===== src/rtl/spw_fct_pkg.sv =====
// Shared constants and FSM encoding for the SpaceWire receive-side FCT scheduler.
package spw_fct_pkg;

  localparam int unsigned FCT_SIZE   = 8;
  localparam int unsigned MAX_CREDIT = 56;

  typedef enum logic [1:0] {
    StIdle  = 2'd0,
    StCheck = 2'd1,
    StReq   = 2'd2
  } fct_state_e;

endpackage


===== src/rtl/rx_occupancy_cnt.sv =====
// Saturating up/down counter of N-chars held in the RX FIFO, with synchronous flush.
module rx_occupancy_cnt #(
  parameter int unsigned AWIDTH = 6
) (
  input  logic            clk_i,
  input  logic            rst_ni,
  input  logic            flush_i,
  input  logic            inc_i,
  input  logic            dec_i,
  output logic [AWIDTH:0] occupancy_o,
  output logic            full_o
);

  localparam logic [AWIDTH:0] DepthC = {1'b1, {AWIDTH{1'b0}}};

  logic [AWIDTH:0] occ_q, occ_d;

  always_comb begin
    occ_d = occ_q;
    // Flush wins over any same-cycle write/read strobe.
    if (flush_i) begin
      occ_d = '0;
    end else if (inc_i && !dec_i && (occ_q != DepthC)) begin
      occ_d = occ_q + 1'b1;
    end else if (dec_i && !inc_i && (occ_q != '0)) begin
      occ_d = occ_q - 1'b1;
    end
  end

  always_ff @(posedge clk_i or negedge rst_ni) begin
    if (!rst_ni) begin
      occ_q <= '0;
    end else begin
      occ_q <= occ_d;
    end
  end

  assign occupancy_o = occ_q;
  assign full_o      = (occ_q == DepthC);

endmodule


===== src/rtl/rx_fct_credit_ctrl.sv =====
// Receive-side FCT scheduler: tracks granted credit and FIFO occupancy, requests FCTs.
// Build option RX_CREDIT_ERR_STICKY_EN makes credit_error latch until reset or link_run falls.
module rx_fct_credit_ctrl
  import spw_fct_pkg::*;
#(
  parameter int unsigned AWIDTH = 6
) (
  input  logic              clock,
  input  logic              reset,
  input  logic              link_run,
  input  logic              fifo_flush,
  input  logic              rx_nchar_wr,
  input  logic              rx_nchar_rd,
  input  logic              fct_ack,
  output logic              fct_req,
  output logic [AWIDTH-1:0] credit,
  output logic [AWIDTH:0]   occupancy,
  output logic              credit_error
);

  // Two spare bits keep the grant sum from ever wrapping.
  localparam int unsigned     CW     = AWIDTH + 2;
  localparam logic [CW-1:0]   DepthW = CW'(2 ** AWIDTH);
  localparam logic [CW-1:0]   FctW   = CW'(FCT_SIZE);
  localparam logic [CW-1:0]   MaxW   = CW'(MAX_CREDIT);
  localparam logic [CW-1:0]   LimitW = CW'(MAX_CREDIT - FCT_SIZE);

  fct_state_e        state_q, state_d;
  logic              fct_req_q, fct_req_d;
  logic [AWIDTH-1:0] credit_q, credit_d;
  logic              err_q, err_d;
  logic              occ_full;
  logic              ack_ok;
  logic              grant_ok;
  logic              err_event;
  logic [CW-1:0]     occ_w, cred_w, cred_n;

  rx_occupancy_cnt #(
    .AWIDTH(AWIDTH)
  ) u_occ (
    .clk_i       (clock),
    .rst_ni      (reset),
    .flush_i     (fifo_flush),
    .inc_i       (rx_nchar_wr),
    .dec_i       (rx_nchar_rd),
    .occupancy_o (occupancy),
    .full_o      (occ_full)
  );

  assign occ_w     = CW'(occupancy);
  assign cred_w    = CW'(credit_q);
  assign ack_ok    = fct_ack && (state_q == StReq);
  assign grant_ok  = ((occ_w + cred_w + FctW) <= DepthW) && (cred_w <= LimitW);
  assign err_event = rx_nchar_wr && (((credit_q == '0) && !ack_ok) || occ_full);

  always_comb begin
    state_d = state_q;
    if (!link_run) begin
      state_d = StIdle;
    end else begin
      case (state_q)
        StIdle:  state_d = StCheck;
        StCheck: if (grant_ok) state_d = StReq;
        StReq:   if (fct_ack) state_d = StCheck;
        default: state_d = StIdle;
      endcase
    end
    fct_req_d = (state_d == StReq);
  end

  always_comb begin
    cred_n = cred_w;
    if (ack_ok) begin
      cred_n = cred_n + FctW;
    end
    // An N-char arriving with nothing granted leaves credit at zero.
    if (rx_nchar_wr && (cred_n != '0)) begin
      cred_n = cred_n - 1'b1;
    end
    if (cred_n > MaxW) begin
      cred_n = MaxW;
    end
    if (!link_run) begin
      cred_n = '0;
    end
    credit_d = cred_n[AWIDTH-1:0];
  end

`ifdef RX_CREDIT_ERR_STICKY_EN
  logic link_run_q;

  always_ff @(posedge clock or negedge reset) begin
    if (!reset) begin
      link_run_q <= 1'b0;
    end else begin
      link_run_q <= link_run;
    end
  end

  // A new offence in the cycle link_run falls still latches.
  always_comb begin
    err_d = err_event || (err_q && !(link_run_q && !link_run));
  end
`else
  always_comb begin
    err_d = err_event;
  end
`endif

  always_ff @(posedge clock or negedge reset) begin
    if (!reset) begin
      state_q   <= StIdle;
      fct_req_q <= 1'b0;
      credit_q  <= '0;
      err_q     <= 1'b0;
    end else begin
      state_q   <= state_d;
      fct_req_q <= fct_req_d;
      credit_q  <= credit_d;
      err_q     <= err_d;
    end
  end

  assign fct_req      = fct_req_q;
  assign credit       = credit_q;
  assign credit_error = err_q;

endmodule


===== config.mk =====
export PLATFORM = sky130hd
export DESIGN_NAME = rx_fct_credit_ctrl
export DESIGN_NICKNAME = d
export VERILOG_FILES = /design/src/rtl/spw_fct_pkg.sv /design/src/rtl/rx_occupancy_cnt.sv /design/src/rtl/rx_fct_credit_ctrl.sv
export SDC_FILE = /design/constraint.sdc
export NUM_CORES = 1
export LEC_CHECK = 0
export ABC_AREA = 1
export CORE_ASPECT_RATIO = 0.6
export CORE_UTILIZATION = 55
export CTS_CLUSTER_DIAMETER = 100
export DETAILED_ROUTE_END_ITERATION = 7
export GPL_TIMING_DRIVEN = 0
export PLACE_DENSITY = 0.84
export RECOVER_POWER = 25
export SKIP_LAST_GASP = 1
export SYNTH_ARGS = -nofsm -noshare
export SYNTH_HDL_FRONTEND = slang
export SYNTH_SLANG_ARGS = --single-unit

===== constraint.sdc =====
create_clock -name clock -period 2.9 [get_ports clock]
set_clock_uncertainty 0.2 [all_clocks]
set_input_delay 0.29 -clock clock [delete_from_list [all_inputs] [get_ports clock]]
set_output_delay 0.29 -clock clock [all_outputs]
set_load 0.02 [all_outputs]

==> results of run 1 <==
==> stage by stage <==
stage | power, µW | area (µm²) | setup WS [ns]
after floorplan | 1663 | 1593 | 0.3265
after global placement | 2066 | 1833 | 0.05686
after detailed placement | 2095 | 1833 | 0.03281
after CTS | 2325 | 1878 | 0.06993
after global routing | 2597 | 1887 | 0.008143
final | 2341 | 1887 | 0.2218
==> layout make-up <==
type	instances	area, µm²	area share
flip-flops and latches	17	425.4	0.2255
plain buffers	1	13.76	0.007294
repair buffers	20	200.2	0.1061
well taps	32	40.04	0.02122
clock buffers	4	45.04	0.02387
multi-input cells	151	996.0	0.5279
inverters	44	166.4	0.08820
==> worst min-delay path by stage <==
stage                                    start                     end  slack [ns]
after floorplan                          reset     credit[0]$_DFF_PN0_       -0.21
after global placement    state_q[0]$_DFF_PN0_    state_q[0]$_DFF_PN0_        0.37
after detailed placement  state_q[0]$_DFF_PN0_    state_q[0]$_DFF_PN0_        0.38
after CTS                          rx_nchar_wr  credit_error$_DFF_PN0_        0.16
after global routing               rx_nchar_wr  credit_error$_DFF_PN0_        0.17
final                              rx_nchar_wr  credit_error$_DFF_PN0_        0.17
==> worst max-delay path: stages (launching register included) <==
cell     delay [ns]
dfrtp_1        0.42
inv_1          0.14
nand4_1        0.15
nor2_1         0.11
nand3_1        0.12
nand3_2        0.19
ha_1           0.32
a21oi_1        0.16
nand2_1        0.10
a21oi_1        0.21
o21ai_0        0.17
xnor2_1        0.16
o22ai_1        0.09
==> synthesized netlist by cell type (3+ instances only) <==
library cell,instances,area share
a21oi_1,13,0.041
dfrtp_1,17,0.27
ha_1,20,0.16
inv_1,42,0.099
nand2_1,37,0.087
nand2_2,6,0.024
nand3_1,16,0.050
nand3_2,3,0.019
nand4_1,4,0.016
nor2_1,12,0.028
nor3_1,3,0.0094
o211ai_1,3,0.014
o21ai_0,7,0.022
o22ai_1,5,0.020
xnor2_1,4,0.022
xor2_1,6,0.033
==> cells by family after synthesis <==
family	count (synthesis)	synth area share
fa+ha+maj	22	0.1822
xor+xnor	10	0.05499
simple gates	91	0.2859
flops	17	0.2671
compound gates	28	0.09662
buf+inv	45	0.1131
==> flip-flops by register name, summed over array words and instances (netlist names) <==
name and count:
u_occ.occupancy_o 7, credit_error 1, state_q 2, credit 6
fct_req 1
==> routing by layer <==
| metal | global-route usage | share of wire | up-vias |
|---|---|---|---|
| met5 | 0 | 0 | - |
| met4 | 0.04706 | 0.0056 | 0 |
| met3 | 0.06744 | 0.077 | 4 |
| met2 | 0.3771 | 0.39 | 62 |
| met1 | 0.3810 | 0.53 | 648 |
| li1 | - | - | 746 |
==> power groups by stage <==
stage | sequential [µW] | clock, µW | combinational (µW)
global route | 475 | 194 | 1930
detailed placement | 462 | 0 | 1630
floorplan | 545 | 0 | 1120
CTS | 460 | 185 | 1680
finish | 460 | 183 | 1700
global placement | 460 | 0 | 1610
==> flow_results.org, run 1 <==
** Yosys
- For this run, the leading register cell type out of synthesis is dfrtp_1.
- Unique cell type count in the Yosys netlist :: 28
- Synthesized flop and latch total :: 17
- For this run, the number of Yosys warnings is 0.
- The synthesized netlist occupies a cell area of 0.001593 mm².
- Cells after synthesis :: 213
- Number of flops mapped to enable cells by yosys :: 0
- Of the synthesized area, sequential elements account for 0.2671.
- Synthesized area per cell :: 7.478 µm²
- Post-Syn Nets :: 242
- Proportion of synthesized flip-flops having asynchronous set or reset :: 1.000

** Finish
- Layout Nets :: 267
- Commonest non-fill, non-tap cell in the layout :: inv_1
- Post-layout util :: 0.7181
- Once layout is complete, the cells apart from fillers number 269.
- Antenna cells :: 0
- Area growth syn-to-layout :: 18.46%
- The top cell types in the final layout, fill and taps aside, are inv_1, nand2_1, ha_1.
- Fillers :: 211
- Fraction of final layout cells sized beyond drive strength 1 :: 0.1013

** Setup path
- The critical path in this run is classified as flop to flop.
- The critical path ends at u_occ.occupancy_o[5]$_DFFE_PN0P_.
- For flop-to-flop paths, the worst setup slack is 0.22 ns.
- Required time reported for the critical path endpoint :: 2.82 ns
- STA puts the critical path data arrival time at 2.60 ns.
- Biggest fanout along the worst timing path :: 8
- Counting cells, the worst reg-to-reg path comes to 12.
- Kind of start point of the critical path :: flop
- The critical path starts at u_occ.occupancy_o[0]$_DFFE_PN0P_.
- In this run the critical register-to-register path is launched from u_occ.occupancy_o[0]$_DFFE_PN0P_.
- The worst setup path is captured at a flop.
- Worst reg2reg path endpoint :: u_occ.occupancy_o[5]$_DFFE_PN0P_

** STA
- Final worst path period share :: 0.9235
- Hold timing on the final database bottoms out at a slack of 0.1668 ns.
- Number of slew-limit violations in the final report :: 0
- The smallest clock period supported by the final layout is computed as 2.678 ns.
- Setup total negative slack on the finished layout was measured at 0 ns.
- Final Hold Viols :: 0
- Measured slew at the worst slew-check pin :: 0.8272 ns
- The worst pin sits at a relative slew slack of 0.4467.
- Setup violations remaining at the end of the flow were counted as 0.
- Setup repair after global routing left no endpoint under its margin.
- Fmax :: 0.3734 GHz

** Place
- Placed Instances :: 265
- The wire-length estimate of the detail-placed layout is 2.749 mm.
- At the end of routability-driven placement, the weighted congestion stood at 0.8906.
- Port buffering added 20 buffers.

** Power and ir drop
- VDD sags by at most 0.5945 mV.
- Pwr/cell area :: 1240 mW/mm²
- Net switching fraction of the power :: 0.5249
- Static leakage power :: 0.0009963 µW
- Power share of the clock group :: 0.078
- Cell internal power was estimated by the tool at 1112 µW.
- Sequential cell fraction of total power :: 0.197
- Part of the power in combinational logic :: 0.725
- For this design the total switching power over the nets is 1229 µW.

** Global routing
- Number of global-route vias before repair :: 1335
- Initial antenna violation count :: 0
- Pin count of the biggest net entering global routing :: 18
- For this run the aggregate overflow at the end of global routing stands at 0.
- Tot GR Track Use :: 0.2554
- Wire length of the first global-routing pass :: 6.023 mm

** Run status
- Result of the run :: finished clean

** Route
- Via count :: 1460
- Number of iterations in the first detailed-routing pass :: 4
- After detailed routing, the number of remaining DRC violations is 0.
- The count of nets left with antenna violations once routing finished came out at 0.
- In this run, the number of DRC markers left after iteration 0 of detailed routing was 109.
- Post-detailed-routing wire length :: 3.560 mm
- Using the TritonRoute via totals, the vias-per-cell ratio works out to 5.428.
- Mean routed wirelength per cell :: 13.23 µm

** CTS
- The clock reaches the later pin of the worst-skew pair after 0.26 ns.
- Gates resized during post-CTS repair numbered 1.
- The tree is rooted in a clkbuf_8.
- Post-CTS Repair Setup Buffers :: 0
- Clock-pin slew was measured on the worst setup and hold paths at 0.07 ns.
- Inserted Clock Buffers :: 3
- Hold-fix buffer count after cts :: 0
- TritonCTS clock tree :: yes
- In this run the deepest clock path goes through 2 buffers.
- Clock tree synthesis found a total of 17 sinks.
- In this run the number of H-tree levels came out at 1.

** Min path
- The min-delay analysis places its worst path in the category input port to flop.
- Worst hold stages :: 3

** Floorplan
- Core box area :: 0.002628 mm²
- The floorplan step defined a die boundary enclosing 0.003122 mm².
- Measured along the y axis, the die boundary spans 43.69 µm.
- Effective utilization at floorplan :: 0.6062
- The floorplan has 14 rows.
- Measured along the x axis, the die boundary spans 71.48 µm.
- 22 I/O pins were placed.

** Job
- Across the run, the number of max-cap violations was 0.
No activity file was read; power rests on OpenSTA's default activity.
==> run 2: changes to the inputs <==
CORE_MARGIN = 10   (was unset)
==> run 2 against run 1 <==
  * Cell count rose by 0.74%
  * First-iteration DRC count shrank 40%
  * Highest routed layer unchanged
  * Setup slack worse by 0.014 ns
  * Register-to-register slack about the same
  * Sequential cell count did not move
  * Wire length decreased by 1.5%
  * Fmax is 0.53% lower
  * Power down 1.4%
  * Largest cell class unchanged
  * Clock power is essentially flat
  * Sequential power barely moved
==> flow_results.org, run 2 (same netlist as run 1, synthesis figures left out) <==
** CTS
- Clk Latency, worst-skew pair :: 0.26 ns
- Clock slew at reported path FFs :: 0.06 ns
- Maximum buffer depth of the clock tree :: 2
- TritonCTS Sinks :: 17
- Buffer cell driving the clock tree root :: clkbuf_8
- H-tree depth :: 1
- Hold repair after CTS inserted 0 buffers.
- In this run, CTS created clock tree buffers numbering 3.
- TritonCTS built the clock tree.

** Finish
- Sequential cell area :: 425.4 µm²
- Highest-count cells in the layout ignoring fill and taps :: inv_1, nand2_1, ha_1
- For this run, the post-layout net count is 267.
- Fraction of final layout cells sized beyond drive strength 1 :: 0.1013
- From synthesis to final layout, the design area changed by 19.09%.
- The library cell used most frequently in the layout, excluding fill and tap cells, is inv_1.
- The number of antenna diodes in the final layout is 0.
- After filler insertion, the fill cell instance count of the layout stands at 233.
- Combined area of the multi-input logic cells :: 0.001003 mm²
- Max reg flops :: 7
- Post-layout instance area :: 0.001897 mm²

** STA
- Slew Limit Headroom :: 0.4743
- Minimum period implied by the final worst setup slack :: 2.692 ns
- RSZ-0062 raised after global routing :: no
- For the pin with the worst max-slew slack, the measured transition is 0.7859 ns.
- Summed over all failing endpoints, the final setup total negative slack is 0 ns.
- Setup violation total in the final timing report :: 0
- Static timing analysis puts the maximum clock frequency at 0.3714 GHz.
- Final worst path period share :: 0.9284
- The final max-slew violation count came to 0.
- The final number of hold-violating endpoints came to 0.

** Place
- The placed instances occupy a cell area of 0.001836 mm².
- Routability-driven placement finished with a final weighted congestion of 0.8017.
- Final HPWL from detailed placement :: 2.840 mm
- Quantity of I/O buffers inserted on ports :: 20

** Setup path
- Data on the critical path is required at its endpoint by 2.84 ns.
- By instance count, the cell type seen most on the critical path is nand2_1.
- Crit path DAT :: 2.63 ns
- Critical setup path kind :: flop to flop
- Of all nets on the critical path, the largest fanout is 8.
- STA classifies the critical path startpoint as a flop.
- Among all stages on the critical path, the largest delay is contributed by fa_1.
- Delay of the slowest critical-path stage :: 0.53 ns
- Type of element capturing the critical path :: flop
- Traced cell by cell, the critical path runs through ha_1 -> inv_1 -> fa_1 -> inv_1 -> nor4_1 -> o211ai_1 -> nand2_1 -> nand2_1 -> nand2_1 -> a21oi_1.

** Floorplan
- Effective utilization at floorplan :: 0.5658
- Pin placement for this block handled 22 I/O pins.
- Count of standard-cell rows :: 15
- Core box area :: 0.002815 mm²
- The floorplan step defined a die boundary enclosing 0.005519 mm².
- From bottom edge to top edge, the die measures 61.69 µm.
- The die is 89.48 µm wide.

** Power and ir drop
- Power share of the clock group :: 0.078
- Sequential cell fraction of total power :: 0.198
- Pwr/cell area :: 1217 mW/mm²
- Net switching fraction of the power :: 0.5184
- Maximum resistive drop on vdd :: 0.7328 mV
- Static leakage power :: 0.0009971 µW
- The internal portion of the total power is 1112 µW.
- In this run the power spent charging and discharging nets is 1197 µW.
- Part of the power in combinational logic :: 0.724

** Route
- For this block, the routed nets add up to 3.508 mm of wire.
- The first detailed-routing pass took 4 iterations.
- Via count :: 1408
- Post-detailed-route DRC marker count :: 0
- The first routing iteration left 65 violations.
- After detailed routing, the number of vias per cell comes to 5.196.
- Number of nets with antenna violations after detailed routing :: 0
- In the final routed layout, each cell accounts on average for 12.94 µm.

** Global routing
- Met3 usage in global routing :: 0.04359
- The initial antenna violation count came to 0.
- Pin count of the biggest net entering global routing :: 18
- Wire length of the first global-routing pass :: 5.589 mm
- Across every metal layer, demand over resource in global routing totals 0.1313.
- Most utilized layer in the global route result :: met1
- Total global routing overflow :: 0
- In the global route stage, met2 resource usage came out at 0.1751.
- Number of global-route vias before repair :: 1184
- Met1 global-route usage :: 0.1970

** Run status
- The run finished with clean final reports.

** Min path
- The path class of the tightest hold or removal check is input port to flop.

** Job
- Max_cap viols :: 0
-- run 2: cell counts in the layout (fill, tap and decap cells not counted) --
Identical to the previous run, type by type.
-- run 2: power by group through the flow --
stage | clock, µW | combinational [µW] | sequential [µW]
detailed placement | 0 | 1640 | 462
floorplan | 0 | 1120 | 545
global route | 195 | 1870 | 477
global placement | 0 | 1600 | 461
finish | 180 | 1670 | 458
CTS | 183 | 1660 | 457
-- run 2: critical path: cells and delay by family, from the launching register on --
kind / cells / cell delay [ns]
AO/OA/AOI/OAI: 2 / 0.25
flip-flops: 1 / 0.48
adder cells (fa/ha/maj): 2 / 0.88
AND/OR/NAND/NOR: 4 / 0.68
buffers and inverters: 2 / 0.10
-- run 2: timing repair --
item / CTS / global route
gates resized for setup: 1 / 3
setup buffers: 0 / 0
endpoints found under the setup margin: 1 / 1
-- run 2: path summary, 6_finish.rpt --
kind / depth (start not counted) / from / to / slack, ns
min: 3 / rx_nchar_wr / credit_error$_DFF_PN0_ / 0.15
max in group asynchronous: 1 / reset / u_occ.occupancy_o[4]$_DFFE_PN0P_ / 1.65
max: 10 / credit[2]$_DFF_PN0_ / state_q[0]$_DFF_PN0_ / 0.21
min in group asynchronous: 1 / reset / state_q[0]$_DFF_PN0_ / 0.36
max reg2reg: 10 / credit[2]$_DFF_PN0_ / state_q[0]$_DFF_PN0_ / 0.21
min reg2reg: 3 / state_q[0]$_DFF_PN0_ / state_q[0]$_DFF_PN0_ / 0.42
-- run 2: area by class of cell --
| cell class | count | share of cell area |
|---|---|---|
| repair buffers | 20 | 0.1055 |
| inverters | 44 | 0.08773 |
| flip-flops and latches | 17 | 0.2243 |
| multi-input cells | 151 | 0.5290 |
| well taps | 34 | 0.02243 |
| plain buffers | 1 | 0.007256 |
| clock buffers | 4 | 0.02375 |
-- run 2: layer usage --
| layer | part of all wire | up-vias |
|---|---|---|
| met5 | 0 | - |
| met4 | 0.0020 | 0 |
| met3 | 0.088 | 2 |
| met2 | 0.38 | 44 |
| met1 | 0.53 | 615 |
| li1 | - | 747 |
-- run 2: stage by stage --
stage          setup WS [ns]  std cells    util  hold slack (ns)  total power, µW
4_1_cts               0.1308        271  0.6698           0.1437             2296
6_report              0.2075        271  0.6738           0.1540             2308
3_5_place_dp         0.02566        267  0.6520           0.3920             2104
2_1_floorplan         0.3265        213       -          -0.2056             1663
5_1_grt             0.007478        271  0.6738           0.1555             2547
3_3_place_gp         0.06159        267  0.6520           0.3707             2060
==> run 3: changes to the inputs <==
SLEW_MARGIN = 15   (was unset)
clock period = 2.75 ns   (was 2.9 ns; I/O delays follow)
==> run 3 against run 2 <==
  * Final area increased by 2.6%
  * Critical path depth increased by 1
  * Die area unchanged
  * Global-route usage unchanged
  * Utilization increased by 1.8 points
  * Wire length increased by 4.0%
  * First-iteration DRC count increased by 32%
  * Critical path type unchanged
  * Critical endpoint unchanged
  * Largest cell class unchanged
  * Highest routed layer unchanged
==> flow_results.org, run 3 (same netlist as run 1, synthesis figures left out) <==
** Route
- Once detail routing completed, the nets flagged for antenna violations numbered 0.
- Post-detailed-route DRC marker count :: 0
- Post-detailed-route via-to-cell ratio :: 5.217
- In the final routed layout, each cell accounts on average for 13.22 µm.
- Initial detailed-routing violation count :: 86
- Via count :: 1440
- After detailed routing, the total wire length is 3.648 mm.
- Before antenna repair, the detailed router went through 4 iterations.

** Setup path
- Grouping stages by cell kind, the critical path spends the most delay in adder cells.
- The worst setup path is of the flop to flop kind.
- On the critical path, the stage with the largest delay is an instance of fa_2.
- Type of element capturing the critical path :: flop
- Among the stages of the critical path, the cell type that occurs most often is nand2_1.
- STA puts the critical path data arrival time at 2.57 ns.
- The number of buffers and inverters on the critical path is 2.
- Required time reported for the critical path endpoint :: 2.69 ns
- Traced cell by cell, the critical path runs through ha_1 -> ha_1 -> inv_1 -> fa_2 -> inv_1 -> nor4_2 -> o211ai_1 -> nand2_1 -> nand2_1 -> nand2_1 -> a21oi_2.
- Kind of start point of the critical path :: flop
- Biggest fanout along the worst timing path :: 4
- On the worst path, the slowest cell contributes a delay of 0.51 ns.

** STA
- Setup violation total in the final timing report :: 0
- The smallest clock period supported by the final layout is computed as 2.630 ns.
- Final Hold Viols :: 0
- Final worst path period share :: 0.9563
- The final max-slew violation count was 0.
- Timing would allow up to 0.3802 GHz.
- Setup total negative slack on the finished layout was measured at 0 ns.
- For the pin with the worst max-slew slack, the measured transition is 0.7861 ns.
- Setup repair after global routing could not meet its margin everywhere.
- The worst pin sits at a relative slew slack of 0.4742.
- In the post-route analysis, the smallest setup slack over all paths is 0.1201 ns.

** Finish
- Combined area of the multi-input logic cells :: 0.001016 mm²
- Max reg flops :: 7
- Fillers :: 227
- Commonest non-fill, non-tap cell in the layout :: inv_1
- Sequential cell area :: 425.4 µm²
- 0 antenna diodes ended up in the layout.
- Layout Nets :: 272
- Of the cells placed in the final design, the portion with a size suffix greater than 1 is 0.1405.
- Leaving out fill and tap cells, the most frequent cells in the layout are inv_1, nand2_1, ha_1.
- Post-layout instance area :: 0.001947 mm²
- Area growth syn-to-layout :: 22.23%
- Count of non-filler cells in the finished layout :: 276

** CTS
- At the later pin of the worst-skew pair, clock insertion delay measures 0.26 ns.
- TritonCTS Sinks :: 17
- Clock slew at reported path FFs :: 0.07 ns
- Clock tree synthesis selected as its root buffer the cell clkbuf_8.
- In this run, CTS created clock tree buffers numbering 3.
- In this run the number of H-tree levels came out at 1.
- The number of hold buffers added after CTS was 0.
- The longest clock path from root to sink contains 2 buffers.
- TritonCTS built the clock tree.

** Floorplan
- Core box area :: 0.002815 mm²
- Area of the die :: 0.005519 mm²
- Measured along the y axis, the die boundary spans 61.69 µm.
- X dimension of the die :: 89.48 µm
- Effective utilization at floorplan :: 0.5658
- Pin placement for this block handled 22 I/O pins.
- In this run the core area contains 15 standard-cell rows.

** Power and ir drop
- Static leakage power :: 0.001022 µW
- Maximum resistive drop on vdd :: 0.6904 mV
- Sequential cell fraction of total power :: 0.193
- The internal portion of the total power is 1211 µW.
- Pwr/cell area :: 1288 mW/mm²
- Overall power after layout :: 2507 µW
- Of the total power, the clock network draws 0.076.
- Summed over all nets, the switching power comes to 1295 µW.
- Part of the power in combinational logic :: 0.731
- Of the total power, the share spent switching nets is 0.5168.

** Place
- In this run the tool buffered the top-level ports with 20 buffer cells.
- At the placement stage, the worst setup path has a slack of -0.1243 ns.
- After detailed placement, the total cell area comes to 0.001836 mm².
- Final HPWL from detailed placement :: 2.840 mm
- The congestion estimate from routability-driven global placement came to 0.8017.
- In this run, placement finished with an instance count of 267.

** Global routing
- Wire length of the first global-routing pass :: 5.589 mm
- In the global route stage, overall resource usage came out at 0.1313.
- Initial antenna violation count :: 0
- The via count of the first global-routing pass was 1184.
- Entering global routing, the biggest net connects 18 pins.
- The total overflow left after global routing is 0.

** Job
- The tool flagged a number of max-cap violations equal to 0.

** Min path
- The min-delay analysis places its worst path in the category input port to flop.

** Run status
- Result of the run :: finished clean
==> run 3: cell types whose count changed in the layout (fill, tap and decap cells not counted) <==
cell	before	now
inv_2	1	3
o21ai_1	0	1
nor4_2	0	1
fa_2	0	1
nor4_1	1	0
buf_4	0	5
o21ai_0	6	5
a21oi_1	13	12
a21oi_2	0	1
fa_1	2	1
inv_1	42	40
==> run 3: worst paths after layout <==
path                                 startpoint                               end  slack [ns]  cells after the start
setup reg to reg            credit[1]$_DFF_PN0_              state_q[0]$_DFF_PN0_        0.12                     11
hold reg to reg            state_q[0]$_DFF_PN0_              state_q[0]$_DFF_PN0_        0.42                      3
max in group asynchronous                 reset  u_occ.occupancy_o[4]$_DFFE_PN0P_        1.52                      1
setup / recovery            credit[1]$_DFF_PN0_              state_q[0]$_DFF_PN0_        0.12                     11
min in group asynchronous                 reset              state_q[0]$_DFF_PN0_        0.34                      1
hold / removal                      rx_nchar_wr            credit_error$_DFF_PN0_        0.14                      3
==> run 3: power groups by stage <==
stage | Clock (µW) | Combinational, µW | Sequential (µW)
after floorplan | 0 | 1180 | 575
after global placement | 0 | 1690 | 486
after detailed placement | 0 | 1730 | 487
after CTS | 193 | 1750 | 482
after global routing | 209 | 2050 | 504
final | 191 | 1830 | 484
==> run 3: tightest hold or removal path, stage by stage <==
cell and delay (ns):
clkbuf_8 0.15, inv_1 0.08, a21oi_1 0.05
==> run 3: final cells by class <==
cell class,count,area share
repair buffers,25,0.1221
well taps,34,0.02185
multi-input cells,151,0.5218
clock buffers,4,0.02314
inverters,44,0.08548
flip-flops and latches,17,0.2185
plain buffers,1,0.007069
==> run 3: through the flow <==
step,hold slack (ns),utilization
floorplan,-0.2206,-
global placement,0.3707,0.6520
detailed placement,0.3920,0.6520
CTS,0.1287,0.6698
global route,0.1405,0.6916
finish,0.1405,0.6916
==> run 3: layer usage <==
metal | track usage | up-vias | share of wire
met3 | 0.04359 | 5 | 0.10
met4 | 0.02027 | 0 | 0.0052
met2 | 0.1751 | 51 | 0.40
met5 | 0 | - | 0
met1 | 0.1970 | 635 | 0.49
li1 | - | 749 | -
==> run 3: what timing repair did <==
item	in CTS	in global routing
pin swaps	0	4
setup buffers	0	5
gates resized for setup	2	8
endpoints found under the setup margin	1	4
